### src/rtl/mem_bist_ctrl.sv
// March-free write/readback BIST initiator for a 32x8 memory port.
// Optional inverted second pass enabled by defining MEM_BIST_INV_PASS_EN.
module mem_bist_ctrl #(
    parameter int         DEPTH        = 32,
    parameter int         READ_LATENCY = 1,
    parameter logic [7:0] SEED         = 8'hA5
) (
    input  logic       clk,
    input  logic       rst_n,
    input  logic       start,
    output logic       read,
    output logic       write,
    output logic [4:0] addr,
    output logic [7:0] data_in,
    input  logic [7:0] data_out,
    output logic       busy,
    output logic       done,
    output logic       pass,
    output logic [7:0] err_count,
    output logic [4:0] fail_addr
);

    typedef enum logic [2:0] {IDLE, WRITE, READ, WAIT, DONE} state_t;

    localparam logic [4:0] LAST = 5'(DEPTH - 1);
    localparam logic [2:0] LAT  = 3'(READ_LATENCY);

    function automatic logic [7:0] pat(input logic [4:0] a, input logic inv_pass);
        return ({3'b000, a} ^ SEED) ^ {8{inv_pass}};
    endfunction

    state_t     state, state_nxt;
    logic [2:0] cnt, cnt_nxt;
    logic       read_nxt, write_nxt, busy_nxt, done_nxt, pass_nxt;
    logic [4:0] addr_nxt, fail_addr_nxt;
    logic [7:0] data_in_nxt, err_count_nxt;
    logic       inv;

`ifdef MEM_BIST_INV_PASS_EN
    logic inv_nxt;
    always_ff @(posedge clk or negedge rst_n) begin
        if (!rst_n) inv <= 1'b0;
        else        inv <= inv_nxt;
    end
`else
    assign inv = 1'b0;
`endif

    always_ff @(posedge clk or negedge rst_n) begin
        if (!rst_n) begin
            state     <= IDLE;
            cnt       <= 3'd0;
            read      <= 1'b0;
            write     <= 1'b0;
            addr      <= 5'd0;
            data_in   <= 8'd0;
            busy      <= 1'b0;
            done      <= 1'b0;
            pass      <= 1'b0;
            err_count <= 8'd0;
            fail_addr <= 5'd0;
        end else begin
            state     <= state_nxt;
            cnt       <= cnt_nxt;
            read      <= read_nxt;
            write     <= write_nxt;
            addr      <= addr_nxt;
            data_in   <= data_in_nxt;
            busy      <= busy_nxt;
            done      <= done_nxt;
            pass      <= pass_nxt;
            err_count <= err_count_nxt;
            fail_addr <= fail_addr_nxt;
        end
    end

    // Next values are computed here and registered above, so every output is a flop.
    always_comb begin
        state_nxt     = state;
        cnt_nxt       = cnt;
        read_nxt      = 1'b0;
        write_nxt     = 1'b0;
        data_in_nxt   = 8'd0;
        addr_nxt      = addr;
        busy_nxt      = busy;
        done_nxt      = done;
        pass_nxt      = pass;
        err_count_nxt = err_count;
        fail_addr_nxt = fail_addr;
`ifdef MEM_BIST_INV_PASS_EN
        inv_nxt       = inv;
`endif
        case (state)
            IDLE: begin
                if (start) begin
                    err_count_nxt = 8'd0;
                    fail_addr_nxt = 5'd0;
                    pass_nxt      = 1'b0;
                    done_nxt      = 1'b0;
                    busy_nxt      = 1'b1;
                    addr_nxt      = 5'd0;
                    write_nxt     = 1'b1;
                    data_in_nxt   = pat(5'd0, 1'b0);
                    state_nxt     = WRITE;
`ifdef MEM_BIST_INV_PASS_EN
                    inv_nxt       = 1'b0;
`endif
                end
            end
            WRITE: begin
                if (addr == LAST) begin
                    addr_nxt  = 5'd0;
                    read_nxt  = 1'b1;
                    state_nxt = READ;
                end else begin
                    addr_nxt    = addr + 5'd1;
                    write_nxt   = 1'b1;
                    data_in_nxt = pat(addr + 5'd1, inv);
                end
            end
            READ: begin
                cnt_nxt   = 3'd1;
                state_nxt = WAIT;
            end
            WAIT: begin
                if (cnt == LAT) begin
                    if (data_out != pat(addr, inv)) begin
                        if (err_count != 8'hFF) err_count_nxt = err_count + 8'd1;
                        if (err_count == 8'd0)  fail_addr_nxt = addr;
                    end
                    if (addr == LAST) begin
`ifdef MEM_BIST_INV_PASS_EN
                        if (!inv) begin
                            inv_nxt     = 1'b1;
                            addr_nxt    = 5'd0;
                            write_nxt   = 1'b1;
                            data_in_nxt = pat(5'd0, 1'b1);
                            state_nxt   = WRITE;
                        end else begin
                            busy_nxt  = 1'b0;
                            state_nxt = DONE;
                        end
`else
                        busy_nxt  = 1'b0;
                        state_nxt = DONE;
`endif
                    end else begin
                        addr_nxt  = addr + 5'd1;
                        read_nxt  = 1'b1;
                        state_nxt = READ;
                    end
                end else begin
                    cnt_nxt = cnt + 3'd1;
                end
            end
            DONE: begin
                // err_count already holds the final compare result here.
                done_nxt  = 1'b1;
                pass_nxt  = (err_count == 8'd0);
                state_nxt = IDLE;
            end
            default: state_nxt = IDLE;
        endcase
    end

endmodule
### config.mk
export PLATFORM = sky130hd
export DESIGN_NAME = mem_bist_ctrl
export DESIGN_NICKNAME = d
export VERILOG_FILES = /design/src/rtl/mem_bist_ctrl.sv
export SDC_FILE = /design/constraint.sdc
export NUM_CORES = 1
export LEC_CHECK = 0
export BUFFER_PORTS_ARGS = -buffer_cell sky130_fd_sc_hd__buf_2
export CORE_UTILIZATION = 30
export CTS_CLUSTER_SIZE = 28
export DETAILED_ROUTE_END_ITERATION = 12
export PLACE_DENSITY = 0.47
export SYNTH_ARGS = -nofsm -noshare
export SYNTH_HDL_FRONTEND = slang
export SYNTH_SLANG_ARGS = --single-unit
### constraint.sdc
create_clock -name clk -period 4 [get_ports clk]
set_input_delay 0.8 -clock clk [delete_from_list [all_inputs] [get_ports clk]]
set_output_delay 0.8 -clock clk [all_outputs]
set_load 0.03 [all_outputs]
Word-level counts from Yosys, hierarchy flattened. Index checks and enable logic that the tools add are counted.

Register bits after elaboration: 37. Word-level logic and storage cells: 83.

Add/subtract/negate cells: 3. Equality and inequality tests: 17. Multiplexer cells: 37. Bitwise gates (word level): 2. Reduce and logical (&&, ||, !) cells: 13.

Operator list (count): $mux 8 (6); $mux 5 (7); $pmux 8 s2 (2); $ne 2x2->1 const B (9); $mux 3 (5); $pmux 5 s3 (1); $pmux 3 s4 (1); $pmux 1 s2 (5); $pmux 5 s2 (1); $reduce_and 5->1 (2); $add 8x1->8 const B (1); $logic_not 8->1 (1); $mux 1 (8); $ne 8x8->1 (1); $ne 8x8->1 const B (1); $not 2->4 (2); $reduce_and 4->1 (2); $eq 3x1->1 const B (2); $eq 3x2->1 const B (2); $pmux 3 s2 (1); $reduce_bool 2->1 (3); $add 5x1->5 const B (1); $eq 5x5->1 const B (1); $reduce_and 2->1 (2); 5 further kinds (5).

Logic depth before layout (Yosys ltp). Gate-level depths: netlist of run 1.

Word-level depth: 5. Mapped depth: 8. Gate-level depth less buffers: 8.

Least setup slack after synthesis of run 1. No wires, ideal clock.

Path kind: register -> register. From: register addr[0]. To: register addr[3]. Data arrival time: 1.936 ns. Data required time: 3.859 ns. Setup slack: 1.924 ns. Stages on the path, launching flop included: 9. Path buffers: 0. Clock period less this slack: 2.076 ns. Path through: dfrtp_1 ha_1 and3_1 ha_1 nor3b_1 o2bb2ai_1 nand2b_1 o21ai_0 o31ai_1.

Cells in the longest elaborated chain, start to end: 4. Elaborated cells on any way between the ends: 8. Classes of those cells: 1 x add/sub; 2 x eq/ne; 4 x mux; 1 x reduce/logical.

Ends and longest elaborated chain: from (decl) (RTL line 13) `output logic [4:0] addr,`; from (signal assigned) (RTL line 67) `addr <= addr_nxt;`; $add 5x1->5 (RTL line 116, 148); $mux 5 (RTL line 131) `if (addr == LAST) begin`; $mux 5 (RTL line 126) `if (cnt == LAT) begin`; $pmux 5 s3 (RTL line 93) `case (state)`.

Several ways; a longest one is shown, not always the timed one. The select of a mux whose other input is x is not followed. A chain may end at the register's enable or synchronous reset.

Worst setup path after layout of run 1.
From: register state[0]. To: register fail_addr[4].

Cells in the longest elaborated chain, start to end: 3. Elaborated cells on any way between the ends: 9. Classes of those cells: 5 x eq/ne; 1 x mux; 3 x reduce/logical.

Ends and longest elaborated chain: from (decl) (RTL line 32) `state_t state, state_nxt;`; from (signal assigned) (RTL line 63) `state <= state_nxt;`; $eq 3x2->1 / $logic_not 3->1 (equally long branches) (RTL line 93); $ne 2x2->1 (no source line) / $reduce_bool 2->1 (equally long branches); $reduce_and 5->1 (no source line); to (signal assigned) (RTL line 73) `fail_addr <= fail_addr_nxt;`; to (decl) (RTL line 20) `output logic [4:0] fail_addr`.

Several ways; a longest one is shown, not always the timed one.

==> flow_summary.toml, run 1 <==
[power]
p_per_area_nw_per_um2 = 647
power_frac_comb = 0.428
p_leak_nw = 1.03
power_frac_seq = 0.383
vdd_drop_max_uv = 295
power_frac_clock = 0.188
net-switching-power_mw = 0.654
switching_share = 0.453
p_int_mw = 0.791
power_mw = 1.45

[synth]
yosysMostFrequentCell = "dfrtp_1"
syn_nets = 215
synthTopCellsByCount = "dfrtp_1, nand2_1, o21ai_0"
synthDominantCellAreaShare = 0.443
ys_types = 54
syn-mean-instance-area_sq_um = 9.76
synth_top_area_cell = "dfrtp_1"
synthFlopType = "dfrtp_1"
synth_area_leaders = "dfrtp_1, ha_1, o21ai_0, mux2i_1, nand2_1"
synth-seq-area-share = 0.443
synth_warnings = 0
synthesis.area_sq_um = 1920
yosys_register_bits = 34
async_reset_ff_frac = 1.00
synth_edf_count = 0
synthCells = 197

[setup_path]
ff2ff_path_depth = 5
cp.arrival_ns = 2.66
r2r-end = "fail_addr[4]"
path_max_fanout = 19
worstPathRequired_ns = 4.20
crit-reg2reg-launch = "state[0]"
cp-start-kind = "flip-flop"
crit_type = "flip-flop to flip-flop"
endpoint_kind = "flip-flop"
timing.reg2reg.setup_slack_ns = 1.54

[min_path]
hold_path_class = "flip-flop to flip-flop"
hold_start = "pass"
hold-path-endpoint = "pass"
hold-path-cell-count = 1

[flow_run]
maxCapViolations = 0

[routing]
drtIter0Drc = 50
ant_nets = 0
firstDrtPassIters = 4
drc_errors = 0
vias_per_cell = 4.94
num_vias = 1521
wl_per_cell_um = 13.8
wl_mm = 4.26

[sta]
period_share = 0.615
timing.final.crit_period_ns = 2.46
worst_pin_slew_ns = 0.787
fin_skew_ns = 0.00953
drv_slew = 0
rsz0062_at_grt = "no"
max_freq_mhz = 407
tns_ns = 0
setup_violations = 0
relSlewSlack = 0.475
hold_slack_ns = 0.510
hold_viol = 0

[floorplanning]
start_util = 0.317
rows = 28
coreArea_sq_um = 6060
die_y_um = 82.0
io_pins = 42
die_width_um = 82.0
die_area_sq_um = 6730

[clock_network]
clkTransAtPathRegs_ns = 0.08
insertion_delay_ns = 0.29
clock_sinks = 34
numCtsBuffers = 5
hold_buffers = 0
cts_tree = "done"
cts-root-buf = "clkbuf_8"
htreeDepth = 2
postCtsSetupBuffers = 0
cts_resized = 0
clk_path_buf_depth = 2

[final_layout]
layout.nets = 250
diodes = 0
syn2layout_area_growth_pct = 16.2
post-route-util = 0.368
drive_above_1_share = 0.240
finalNonFillerCells = 308

[placement]
port_buffers = 40
dp_cells = 300
dp_hpwl_mm = 3.02
gp_congestion = 0.782

[global_routing]
grt_pass1_vias = 1428
antenna_found_initial = 0
track_usage = 0.146
grt_pass1_wl_mm = 7.25
grt_start_max_net_pins = 35
gr-total-overflow = 0

[run_status]
status = "complete, no violations"
[cell families after synthesis]
family          after synthesis  synth area share
xor+xnor                      7            0.0319
compound gates               46             0.169
fa+ha+maj                     7            0.0456
mux                           6            0.0313
other cells                   1           0.00195
flops                        34             0.443
simple gates                 71             0.212
buf+inv                      25            0.0658
[per-layer routing]
layer / global-route usage / wire [um] / vias up
li1: - / - / 758
met3: 0.0411 / 179 / 7
met1: 0.198 / 2080 / 721
met2: 0.216 / 1930 / 35
met5: 0 / 0 / -
met4: 0.0579 / 69 / 0
[critical path, stage by stage (launching register included)]
cell and delay (ns):
dfrtp_1 0.73, and4b_1 0.32, a21oi_1 0.08, a211oi_4 0.60
o21a_1 0.39, mux2i_1 0.24
[area by class of cell]
cell class                 instances  area (sq um)
timing repair buffer              40           200
inverter                          13          48.8
multi-input combinational        138           945
fill                             638          3830
clock buffer                       6          82.6
sequential                        34           851
tap                               75          93.8
clock inverter                     2          12.5
[registers in the layout (all words and copies together) (netlist names)]
| signal | flops |
|---|---|
| busy | 1 |
| data_in | 6 |
| state | 3 |
| err_count | 8 |
| read | 1 |
| cnt | 3 |
| addr | 5 |
| fail_addr | 5 |
| pass | 1 |
| done | 1 |
[how the worst max path moves through the flow]
stage             start      endpoint  slack (ns)  cells after the start
6_report       state[0]  fail_addr[4]        1.54                      5
5_1_grt        state[0]  fail_addr[4]        1.36                      5
4_1_cts        state[0]  fail_addr[4]        1.51                      5
3_5_place_dp      start  fail_addr[2]        1.39                      6
3_3_place_gp      start  fail_addr[2]        1.45                      6
2_1_floorplan   addr[0]       addr[3]        1.92                      8
[power by group through the flow]
| stage | registers, mW | logic, mW | clock network (mW) |
|---|---|---|---|
| 2_1_floorplan | 0.678 | 0.353 | 0 |
| 4_1_cts | 0.556 | 0.628 | 0.282 |
| 3_3_place_gp | 0.561 | 0.622 | 0 |
| 3_5_place_dp | 0.562 | 0.627 | 0 |
| 5_1_grt | 0.577 | 0.695 | 0.298 |
| 6_report | 0.554 | 0.619 | 0.272 |
[placed cells by master (no fill, tap or decap), types with 2 or more instances in the layout]
| cell | Yosys | layout |
|---|---|---|
| a32o_1 | 3 | 3 |
| dfrtp_1 | 34 | 34 |
| and3_1 | 4 | 4 |
| a31oi_1 | 2 | 2 |
| buf_2 | 2 | 40 |
| o211ai_1 | 2 | 2 |
| inv_1 | 13 | 13 |
| ha_1 | 7 | 7 |
| mux2i_1 | 6 | 6 |
| nand2b_1 | 6 | 6 |
| nand3_1 | 5 | 5 |
| nor2_1 | 13 | 13 |
| xor2_1 | 4 | 4 |
| nor3_1 | 8 | 8 |
| xnor2_1 | 3 | 3 |
| o31ai_1 | 2 | 2 |
| nand2_1 | 15 | 15 |
| nand4_1 | 2 | 2 |
| a21oi_1 | 8 | 8 |
| clkbuf_8 | 0 | 6 |
| o21ai_0 | 14 | 14 |
| nor2b_1 | 4 | 4 |
[through the flow]
stage	setup WS [ns]	cell area, sq um
global route	1.36	2230
CTS	1.51	2230
floorplan	1.92	1920
global placement	1.45	2140
finish	1.54	2230
detailed placement	1.39	2140
Note: power is estimated with default switching activity, not from simulation.
==> run 2: changes to the inputs <==
- PLACE_DENSITY: 0.47 -> 0.49
- clock period: 4 -> 2.23 ns (I/O delays scaled with it)
==> run 2 against run 1 <==
  * Global-route usage up 0.58 points
  * Maximum frequency is 24% higher
  * Core utilization increased by 1.7 points
  * First-iteration DRC count rose by 24%
  * Via count grew 2.2%
  * Clock skew is 0.0059 ns lower
  * Count of clock-buffer cells in the layout unchanged
  * Wire length grew 2.5%
  * Hold slack got worse by 0.29 ns
  * Critical endpoint is now addr[3]
  * Largest cell class unchanged
  * Highest routed layer unchanged
==> flow_summary.toml, run 2 (synthesis gave the netlist of run 1 again) <==
[clock_network]
cts-root-buf = "clkbuf_8"
htreeDepth = 2
clkTransAtPathRegs_ns = 0.08
postCtsSetupBuffers = 0
clock_sinks = 34
clk_path_buf_depth = 2
cts_tree = "done"
insertion_delay_ns = 0.29
numCtsBuffers = 5

[floorplanning]
die_width_um = 82.0
io_pins = 42
die_y_um = 82.0
coreArea_sq_um = 6060
start_util = 0.317
die_area_sq_um = 6730
rows = 28

[sta]
timing.final.crit_period_ns = 1.98
worst_pin_slew_ns = 0.761
relSlewSlack = 0.492
rsz0062_at_grt = "no"
drv_slew = 0
finalWorstSetupSlack_ns = 0.252
hold_viol = 0
setup_violations = 0
period_share = 0.887
tns_ns = 0
max_freq_mhz = 506
fin_skew_ns = 0.00366

[routing]
drc_errors = 0
firstDrtPassIters = 4
wl_mm = 4.37
drtIter0Drc = 62
vias_per_cell = 4.84
wl_per_cell_um = 13.6
num_vias = 1554
ant_nets = 0

[final_layout]
nFillCells = 640
diodes = 0
final_common_cell = "buf_2"
layout.nets = 263
top_register = "err_count"
syn2layout_area_growth_pct = 21.6
final_cell_mix = "buf_2, dfrtp_1, nand2_1"
largest_reg_flops = 8
drive_above_1_share = 0.285
reg_top3 = "err_count (8), data_in (6)"

[setup_path]
cp-start-kind = "flip-flop"
cp.arrival_ns = 2.15
path_max_fanout = 5
worstPathRequired_ns = 2.40
endpoint_kind = "flip-flop"
crit_type = "flip-flop to flip-flop"

[global_routing]
grt_pass1_vias = 1527
grt_start_max_net_pins = 35
gr-total-overflow = 0
track_usage = 0.152
grt_pass1_wl_mm = 7.59
antenna_found_initial = 0

[placement]
dp_hpwl_mm = 3.19
port_buffers = 40
gp_congestion = 0.758
dp_worst_setup_slack_ns = 0.169

[flow_run]
maxCapViolations = 0

[min_path]
hold_path_class = "input port to async pin"

[power]
vdd_drop_max_uv = 448
p_per_area_nw_per_um2 = 1150
p_leak_nw = 1.10

[run_status]
status = "complete, no violations"
==> run 2: power by group <==
group	total (mW)	internal, mW	switching, mW	leakage (nW)
registers	0.926	0.791	0.135	0.439
clock network	0.494	0.248	0.245	0.0472
logic	1.28	0.461	0.816	0.612
total	2.70	1.50	1.20	1.10
==> run 2: path summary, 6_finish.rpt <==
check	from	end	slack, ns	cells past startpoint
max in group asynchronous	rst_n	fail_addr[1]	1.53	1
hold reg to reg	pass	pass	0.51	1
setup reg to reg	addr[0]	addr[3]	0.25	8
min in group clk	pass	pass	0.51	1
setup / recovery	addr[0]	addr[3]	0.25	8
hold / removal	rst_n	busy	0.22	1
==> run 2: critical path, stage by stage, from the launching register on <==
cell,delay [ns]
dfrtp_1,0.38
ha_1,0.25
and3_1,0.18
ha_1,0.22
nor3b_1,0.26
o2bb2ai_1,0.15
nand2b_1,0.14
o21ai_0,0.19
o31ai_1,0.09
==> run 2: per-layer routing <==
metal,vias to the layer above,GRT usage,wire length [um]
met2,36,0.234,1990
met4,0,0.0526,61
met3,7,0.0378,186
li1,784,-,-
met1,727,0.204,2130
met5,-,0,0
==> run 2: cell type report <==
class                           instances  area, sq um  area share
Clock buffer                            6         82.6      0.0353
Multi-Input combinational cell        138          951       0.407
Tap cell                               75         93.8      0.0401
Sequential cell                        34          851       0.364
Clock inverter                          2         12.5     0.00535
Inverter                               13         48.8      0.0209
Timing Repair Buffer                   53          298       0.127
==> run 2: through the flow <==
stage	power (mW)	std cells	utilization	area, sq um	hold WS, ns
finish	2.70	321	0.386	2340	0.220
global route	2.93	321	0.386	2340	0.287
CTS	2.73	321	0.385	2330	0.257
detailed placement	2.23	313	0.369	2240	0.500
global placement	2.22	313	0.369	2240	0.487
floorplan	1.85	197	-	1920	0.150
==> run 2: what timing repair did <==
action / CTS / global route
hold buffers: 0 / 0
gates resized for setup: 0 / 1
endpoints found under the setup margin: 0 / 5
endpoints found under the hold margin: 0 / 0
